===== src/rtl/adder_pkg.sv =====
// Shared constants and elaboration helpers for the pipelined adder/subtractor.
package adder_pkg;

   // Bit positions of the status flags inside the packed flag vector
   localparam int unsigned FLAG_CARRY = 0;
   localparam int unsigned FLAG_OVF   = 1;
   localparam int unsigned FLAG_ZERO  = 2;
   localparam int unsigned FLAG_W     = 3;

   function automatic int unsigned chunk_width(input int unsigned width,
                                               input int unsigned stages);
      return (stages == 0) ? 0 : width / stages;
   endfunction

   // Operands must split into equal, non-empty chunks
   function automatic bit split_ok(input int unsigned width,
                                   input int unsigned stages);
      return (stages != 0) && (width >= stages) && ((width % stages) == 0);
   endfunction

endpackage


===== src/rtl/adder_pipe_stage.sv =====
// One pipeline stage: CHUNK-bit ripple adder with registered sum, carry and flags.
module adder_pipe_stage #(
   parameter int unsigned CHUNK = 4
) (
   input  logic             clk,
   input  logic             reset,
   input  logic             en_i,
   input  logic             valid_i,
   input  logic [CHUNK-1:0] a_i,
   input  logic [CHUNK-1:0] b_i,
   input  logic             c_i,
   input  logic             zero_i,
   output logic [CHUNK-1:0] sum_o,
   output logic             c_o,
   output logic             ovf_o,
   output logic             zero_o,
   output logic             valid_o
);

   logic [CHUNK:0]   carry;
   logic [CHUNK-1:0] sum_d;
   logic             c_d;
   logic             ovf_d;
   logic             zero_d;

   logic [CHUNK-1:0] sum_q;
   logic             c_q;
   logic             ovf_q;
   logic             zero_q;
   logic             valid_q;

   assign carry[0] = c_i;

   for (genvar i = 0; i < CHUNK; i++) begin : g_bit
      full_adder_dataflow u_fa (
         .a_i     (a_i[i]),
         .b_i     (b_i[i]),
         .c_i     (carry[i]),
         .sum_c   (sum_d[i]),
         .carry_c (carry[i+1])
      );
   end

   // Overflow only matters on the top stage; zero accumulates across chunks
   assign c_d    = carry[CHUNK];
   assign ovf_d  = carry[CHUNK] ^ carry[CHUNK-1];
   assign zero_d = zero_i && (sum_d == '0);

   always_ff @(posedge clk or posedge reset) begin
      if (reset) begin
         sum_q   <= '0;
         c_q     <= 1'b0;
         ovf_q   <= 1'b0;
         zero_q  <= 1'b0;
         valid_q <= 1'b0;
      end else if (en_i) begin
         sum_q   <= sum_d;
         c_q     <= c_d;
         ovf_q   <= ovf_d;
         zero_q  <= zero_d;
         valid_q <= valid_i;
      end
   end

   assign sum_o   = sum_q;
   assign c_o     = c_q;
   assign ovf_o   = ovf_q;
   assign zero_o  = zero_q;
   assign valid_o = valid_q;

endmodule


===== src/rtl/full_adder_dataflow.sv =====
// Single-bit dataflow full adder used as the ripple cell of each stage.
module full_adder_dataflow (
   input  logic a_i,
   input  logic b_i,
   input  logic c_i,
   output logic sum_c,
   output logic carry_c
);

   assign sum_c   = a_i ^ b_i ^ c_i;
   assign carry_c = (a_i & b_i) | (c_i & (a_i ^ b_i));

endmodule


===== src/rtl/pipelined_adder_subtractor.sv =====
// Pipelined two's-complement adder/subtractor with carry-per-stage registers,
// operand skew / sum deskew, status flags and a globally stalled valid/ready handshake.
module pipelined_adder_subtractor
   import adder_pkg::*;
#(
   parameter int unsigned WIDTH  = 16,
   parameter int unsigned STAGES = 4
) (
   input  logic             clk,
   input  logic             reset,
   input  logic             in_valid,
   output logic             in_ready,
   input  logic [WIDTH-1:0] a,
   input  logic [WIDTH-1:0] b,
   input  logic             mode_sub,
   input  logic             carry_in,
   output logic             out_valid,
   input  logic             out_ready,
   output logic [WIDTH-1:0] sum,
   output logic             carry_out,
   output logic             overflow,
   output logic             zero
);

   localparam int unsigned CHUNK = chunk_width(WIDTH, STAGES);

   if (!split_ok(WIDTH, STAGES)) begin : g_param_check
      $fatal(1, "pipelined_adder_subtractor: WIDTH must be a non-zero multiple of STAGES");
   end

   logic             advance;
   logic [WIDTH-1:0] b_adj;
   logic             cin_adj;

   logic [STAGES-1:0][CHUNK-1:0] st_a;
   logic [STAGES-1:0][CHUNK-1:0] st_b;
   logic [STAGES-1:0][CHUNK-1:0] st_sum;
   logic [STAGES-1:0]            st_cin;
   logic [STAGES-1:0]            st_cout;
   logic [STAGES-1:0]            st_zin;
   logic [STAGES-1:0]            st_zout;
   logic [STAGES-1:0]            st_ovf;
   logic [STAGES-1:0]            st_vin;
   logic [STAGES-1:0]            st_vout;
   logic [FLAG_W-1:0]            flags;
   logic                         unused_ovf_c;

   // Global stall: every register moves only when the output slot can drain
   assign advance  = !out_valid || out_ready;
   assign in_ready = advance;

   // Subtract is a + ~b + ~borrow_in
   assign b_adj   = mode_sub ? ~b : b;
   assign cin_adj = carry_in ^ mode_sub;

   for (genvar k = 0; k < STAGES; k++) begin : g_stage
      if (k == 0) begin : g_head
         assign st_a[0]   = a[CHUNK-1:0];
         assign st_b[0]   = b_adj[CHUNK-1:0];
         assign st_cin[0] = cin_adj;
         assign st_zin[0] = 1'b1;
         assign st_vin[0] = in_valid;
      end else begin : g_tail
         assign st_a[k]   = g_skew[k].a_q[CHUNK-1:0];
         assign st_b[k]   = g_skew[k].b_q[CHUNK-1:0];
         assign st_cin[k] = st_cout[k-1];
         assign st_zin[k] = st_zout[k-1];
         assign st_vin[k] = st_vout[k-1];
      end

      adder_pipe_stage #(
         .CHUNK (CHUNK)
      ) u_stage (
         .clk     (clk),
         .reset   (reset),
         .en_i    (advance),
         .valid_i (st_vin[k]),
         .a_i     (st_a[k]),
         .b_i     (st_b[k]),
         .c_i     (st_cin[k]),
         .zero_i  (st_zin[k]),
         .sum_o   (st_sum[k]),
         .c_o     (st_cout[k]),
         .ovf_o   (st_ovf[k]),
         .zero_o  (st_zout[k]),
         .valid_o (st_vout[k])
      );
   end

   // Skew level j holds operand chunks j..STAGES-1, aligned with stage j's inputs
   for (genvar j = 1; j < STAGES; j++) begin : g_skew
      localparam int unsigned UW = (STAGES - j) * CHUNK;
      logic [UW-1:0] a_d;
      logic [UW-1:0] b_d;
      logic [UW-1:0] a_q;
      logic [UW-1:0] b_q;

      if (j == 1) begin : g_first
         assign a_d = a[WIDTH-1:CHUNK];
         assign b_d = b_adj[WIDTH-1:CHUNK];
      end else begin : g_next
         assign a_d = g_skew[j-1].a_q[UW+CHUNK-1:CHUNK];
         assign b_d = g_skew[j-1].b_q[UW+CHUNK-1:CHUNK];
      end

      always_ff @(posedge clk or posedge reset) begin
         if (reset) begin
            a_q <= '0;
            b_q <= '0;
         end else if (advance) begin
            a_q <= a_d;
            b_q <= b_d;
         end
      end
   end

   // Deskew level j holds finished sum chunks 0..j-1, aligned with stage j's outputs
   for (genvar j = 1; j < STAGES; j++) begin : g_dsk
      localparam int unsigned DW = j * CHUNK;
      logic [DW-1:0] d;
      logic [DW-1:0] q;

      if (j == 1) begin : g_first
         assign d = st_sum[0];
      end else begin : g_next
         assign d = {st_sum[j-1], g_dsk[j-1].q};
      end

      always_ff @(posedge clk or posedge reset) begin
         if (reset) begin
            q <= '0;
         end else if (advance) begin
            q <= d;
         end
      end
   end

   if (STAGES == 1) begin : g_out_single
      assign sum = st_sum[0];
   end else begin : g_out_multi
      assign sum = {st_sum[STAGES-1], g_dsk[STAGES-1].q};
   end

   // Flags come straight from the last stage's registers
   assign flags[FLAG_CARRY] = st_cout[STAGES-1];
   assign flags[FLAG_OVF]   = st_ovf[STAGES-1];
   assign flags[FLAG_ZERO]  = st_zout[STAGES-1];

   // Lower stages' overflow bits have no meaning for the full word
   assign unused_ovf_c = ^st_ovf;

   assign out_valid = st_vout[STAGES-1];
   assign carry_out = flags[FLAG_CARRY];
   assign overflow  = flags[FLAG_OVF];
   assign zero      = flags[FLAG_ZERO];

endmodule


===== config.mk =====
export PLATFORM = sky130hd
export DESIGN_NAME = pipelined_adder_subtractor
export DESIGN_NICKNAME = d
export VERILOG_FILES = /design/src/rtl/adder_pkg.sv /design/src/rtl/adder_pipe_stage.sv /design/src/rtl/full_adder_dataflow.sv /design/src/rtl/pipelined_adder_subtractor.sv
export SDC_FILE = /design/constraint.sdc
export NUM_CORES = 1
export LEC_CHECK = 0
export CAP_MARGIN = 20
export CORE_MARGIN = 2
export CORE_UTILIZATION = 50
export DETAILED_ROUTE_END_ITERATION = 6
export PLACE_DENSITY = 0.85
export SLEW_MARGIN = 15
export SYNTH_ARGS = -nofsm -noshare
export SYNTH_HDL_FRONTEND = slang
export SYNTH_SLANG_ARGS = --single-unit

===== constraint.sdc =====
create_clock -name clk -period 7.2 [get_ports clk]
set_clock_uncertainty 0.05 [all_clocks]
set_input_delay 1.08 -clock clk [delete_from_list [all_inputs] [get_ports clk]]
set_output_delay 1.08 -clock clk [all_outputs]
set_load 0.02 [all_outputs]

Yosys cells after proc, flatten, opt, wreduce, memory -nomap -nowiden
Index checks and enable logic that the tools add are counted.
W data, S select, Z words.

storage, ports and cells
  register bits = 101
  input port bits = 38
  output and inout bits = 21

cells by class
  muxes and demuxes = 1
  bitwise operators = 83
  reductions and logical operators = 9

operators with widths
  operator             number
  $xor A1 B1 Y1        34
  $and A1 B1 Y1        32
  $logic_not A4 Y1     4
  $mux W16             1
  $not A16 Y16         1
  $or A1 B1 Y1         16
  $logic_and A1 B1 Y1  3
  $logic_not A1 Y1     1
  $logic_or A1 B1 Y1   1

Depth between registers and ports, before layout
  depth after elaboration = 11
  mapped depth = 10
  gate-level depth less buffers = 9

Hierarchy
From an unflattened synthesis, not the netlist that was laid out.

second synthesis, totals
  cells, all modules = 282
  area total of the unflattened synthesis = 4865.9 um2

by module, submodules not included
  module                      times used  cells each  area an instance (um2)
  pipelined_adder_subtractor  1           174         3224.3
  adder_pipe_stage            4           23          330.3
  full_adder_dataflow         16          1           20.0

Worst setup path before layout
OpenSTA, ideal clock, no wires.

  kind = input to register
  start point = input port mode_sub
  end point = register g_stage[0].u_stage.zero_q
  setup time = 0.064 ns
  data arrival time = 3.573 ns
  required time = 7.086 ns
  setup slack = 3.514 ns
  cell stages on the path = 10
  buffers on the path = 2
  cells stage by stage = buf_2 > buf_4 > xnor2_1 > fa_1 > fa_1 > fa_1 > inv_1 > fa_1 > and4b_1 > mux2_4

between the ends
  cells in the longest elaborated chain, start to end = 10

ends and longest elaborated chain
  item                                        RTL line                          source
  start: declaration                          pipelined_adder_subtractor.sv:15  input logic mode_sub,
  $mux W16                                    pipelined_adder_subtractor.sv:53  assign b_adj = mode_sub ? ~b : b;
  $xor A1 B1 Y1                               full_adder_dataflow.sv:11         assign carry_c = (a_i & b_i) | (c_i & (a_i ^ b_i));
  $and A1 B1 Y1                               full_adder_dataflow.sv:11
  $or A1 B1 Y1                                full_adder_dataflow.sv:11
  $and A1 B1 Y1                               full_adder_dataflow.sv:11
  $or A1 B1 Y1                                full_adder_dataflow.sv:11
  $and A1 B1 Y1                               full_adder_dataflow.sv:11
  $or A1 B1 Y1                                full_adder_dataflow.sv:11
  $xor A1 B1 Y1 (*)                           full_adder_dataflow.sv:10         assign sum_c = a_i ^ b_i ^ c_i;
  via g_stage[0].u_stage.g_bit[3].u_fa.sum_c  full_adder_dataflow.sv:6          output logic sum_c,
  $logic_not A4 Y1 (*)                        adder_pipe_stage.sv:47            assign zero_d = zero_i && (sum_d == '0);
  end signal: assignment                      adder_pipe_stage.sv:60            zero_q <= zero_d;
  end: declaration                            adder_pipe_stage.sv:29            logic zero_q;

The timed path passes the listed nets; every way through them passes the cells marked *.
A chain may end at the register's enable or synchronous reset.

Worst setup path after layout
  start point = input port out_ready
  end point = output port in_ready

between the ends
  cells in the longest elaborated chain, start to end = 1

ends and longest elaborated chain
  item                RTL line                          source
  start: declaration  pipelined_adder_subtractor.sv:18  input logic out_ready,
  $logic_or A1 B1 Y1  pipelined_adder_subtractor.sv:49  assign advance = !out_valid || out_ready;
  end: declaration    pipelined_adder_subtractor.sv:12  output logic in_ready,

Every way passes these cells.

==> results.yml <==
global_routing:
  grt_max_degree: 80
  vias_in_the_first_global_route: 2537
  grt_antenna_before_repair: 0
  grt-ovfl-total: 0
  track_usage_pct: 16.1
  global_route_wire_length_before_repair_um: 12900
finish:
  final_net_count: 407
  mostFrequentLayoutCell: "dfrtp_1"
  n_fill_cell: 688
  post_synthesis_to_final_layout_area_growth_pct: 16.4
  diodes: 0
  post_route_cells_drive_above_1_share_pct: 29.6
  final_util_pct: 59.8
  most-common-layout-cells: "101 x dfrtp_1, 63 x mux2_4, 58 x clkdlybuf4s50_1"
logic_synthesis:
  synthesis.area_sq_um: 4750
  synth_area_per_cell_sq_um: 16.0
  synth.largest_area_cell: "dfrtp_1"
  synth.yosys.seq_area_share_pct: 53.3
  synth_top_cells_by_area: "dfrtp_1 53%, mux2_4 20%, fa_1 6.7%, mux2_2 5.0%, buf_12 2.5%"
  yosys_warnings: 0
  syn_inst_count: 296
  synthDistinctLibCells: 25
  synth_top_area_share_pct: 53.3
  synth.net_count: 350
  ys_seq_elements: 101
clock_network:
  number_of_buffers_between_clock_root_and_the_deepest_sink: 2
  postCtsSetupBuffers: 0
  cts_num_sinks: 101
  clock-root-buffer: "clkbuf_8"
  clock_tree_from_tritoncts: "built"
  hold_buffers: 0
  cts.repair.resized: 0
  clock_transition_at_path_regs_ps: 100
  insertion_delay_ps: 360
  cts_buffers: 9
  htree_num_levels: 3
setup_path:
  timing.critical_path.slowest_stage_cell: "clkdlybuf4s50_1"
  ff2ff_path_depth: 9
  critical_path_required_ps: 6070
  critPathMaxStageDelay_ps: 760
  worstReg2RegEnd: "g_stage[1].u_stage.zero_o"
  top_cell_by_count_worst_path: "clkdlybuf4s50_1"
  cp_cell_sequence: "clkdlybuf4s50_1 -> nor2b_2 -> inv_8 -> clkdlybuf4s50_1"
  cp_data_arrival_time_ps: 3280
  cp-end-kind: "output port"
  crit-reg2reg-launch: "g_skew[1].a_q[0]"
  setup_slack_reg_to_reg_ps: 4520
  path_max_fanout: 79
  worstSetupPathType: "primary input to output port"
  worst_setup_path_start_kind: "primary input"
power:
  power.density_cell_area_nw_per_um2: 425
  vdd.ir_drop.worst_v: 0.000185
  power.leakage_nw: 2.57
  total_power_mw: 2.35
floorplan:
  fp.dieArea_sq_um: 10300
  dieWidth_um: 101
  design.portCount: 59
  start_util_pct: 51.4
  core-area_sq_um: 9240
  rows: 35
  die_height_um: 101
timing:
  finalCriticalPeriod_ps: 4410
  max_slew_margin_pct: 50.8
  timing.final.setup_violations: 0
  worst_slew_pin_slew_ps: 738
  rsz_0062_raised_after_global_routing: "false"
  achievable-frequency_ghz: 0.227
  finalMaxSlewViolations: 0
  hold_violations: 0
  portion_of_the_clock_cycle_consumed_by_the_worst_path_in_the_final_layout_pct: 61.3
  timing.setup.tns_ps: 0
drt:
  via_count: 2394
  detail_route.drc_violations: 0
  post_dr_vias_cell: 4.92
  drt_first_pass_iters: 4
  drt_first_iter_violations: 142
  final_antenna_net_count: 0
  routed_wl_um: 7640
  routed_wire_length_per_instance_um: 15.7
worst_hold_path:
  whs_endpoint: "g_stage[3].u_stage.valid_o"
  hold_depth: 1
  min-delay-path-class: "flip-flop to flip-flop"
  worstHoldStart: "g_stage[2].u_stage.valid_o"
placed_design:
  port_bufs: 58
  gp_congestion: 0.776
  post_detailed_placement_half_perimeter_wirelength_um: 5240
job:
  maxCapViolCount: 0
outcome:
  result_of_the_run: "completed"
[flip-flops by register name (all words and copies together), names as in the netlist]
name / flops
g_skew.a_q: 24
g_stage.u_stage.c_o: 4
g_stage.u_stage.valid_o: 4
g_stage.u_stage.ovf_o: 1
g_stage.u_stage.sum_o: 16
g_skew.b_q: 24
g_stage.u_stage.zero_o: 4
g_dsk.q: 24
[cell families after synthesis]
family / synth area share, %
xor+xnor: 3.32
mux: 25.8
simple gates: 2.87
fa+ha+maj: 6.75
buf+inv: 6.51
compound gates: 1.53
flops: 53.3
[synth_stat cells (all sizes together)]
cell    instances
inv            28
clkbuf          2
a41o            1
nand3b          3
mux2           84
nor3b          10
nor2b           1
dfrtp         101
o41ai           2
mux2i           4
fa             16
xor2           11
a21oi           9
nand3           1
buf            13
xnor2           7
nand2b          1
and3b           1
and4b           1
[per-stage QoR]
step                area, sq um  worst slack, ps  instances  hold slack, ps
finish                     5530             2790        487             451
global route               5530             2650        487             475
CTS                        5530             2770        487             455
detailed placement         5320             2780        471             406
global placement           5320             2830        471             405
floorplan                  4750             3420        296             385
[how the worst max path moves through the flow]
stage                          from             to  slack (ps)
after global placement    out_ready       in_ready        2830
final                     out_ready       in_ready        2790
after global routing      out_ready       in_ready        2650
after CTS                 out_ready       in_ready        2770
after floorplan               reset  g_dsk[1].q[0]        3420
after detailed placement  out_ready       in_ready        2780
[layout make-up]
type,instances,area (sq um),area share [%]
inverter,28,115,2.08
tap,129,161,2.92
clock inverter,6,71.3,1.29
clock buffer,10,138,2.49
sequential,101,2530,45.7
multi-input combinational,152,1910,34.6
timing repair buffer,61,603,10.9
[critical path: cells and delay by family]
family,cells,cell delay [ps]
buffers and inverters,3,2020
and+or+nand+nor,1,160
[report_power, final]
group	internal, mW	leakage (nW)	switching (mW)
Combinational	0.590	1.29	0.412
Clock	0.173	0.104	0.199
Sequential	0.815	1.18	0.159
[routing by layer]
layer | wire [um] | share of wire, % | GRT usage [%] | up-vias
met5 | 0 | 0 | 0 | -
met4 | 212 | 2.8 | 7.28 | 0
met3 | 227 | 3.0 | 2.62 | 17
met2 | 3670 | 48 | 24.7 | 53
met1 | 3530 | 46 | 22.9 | 1222
li1 | - | - | - | 1102
Note: power is estimated with default switching activity, not from simulation.
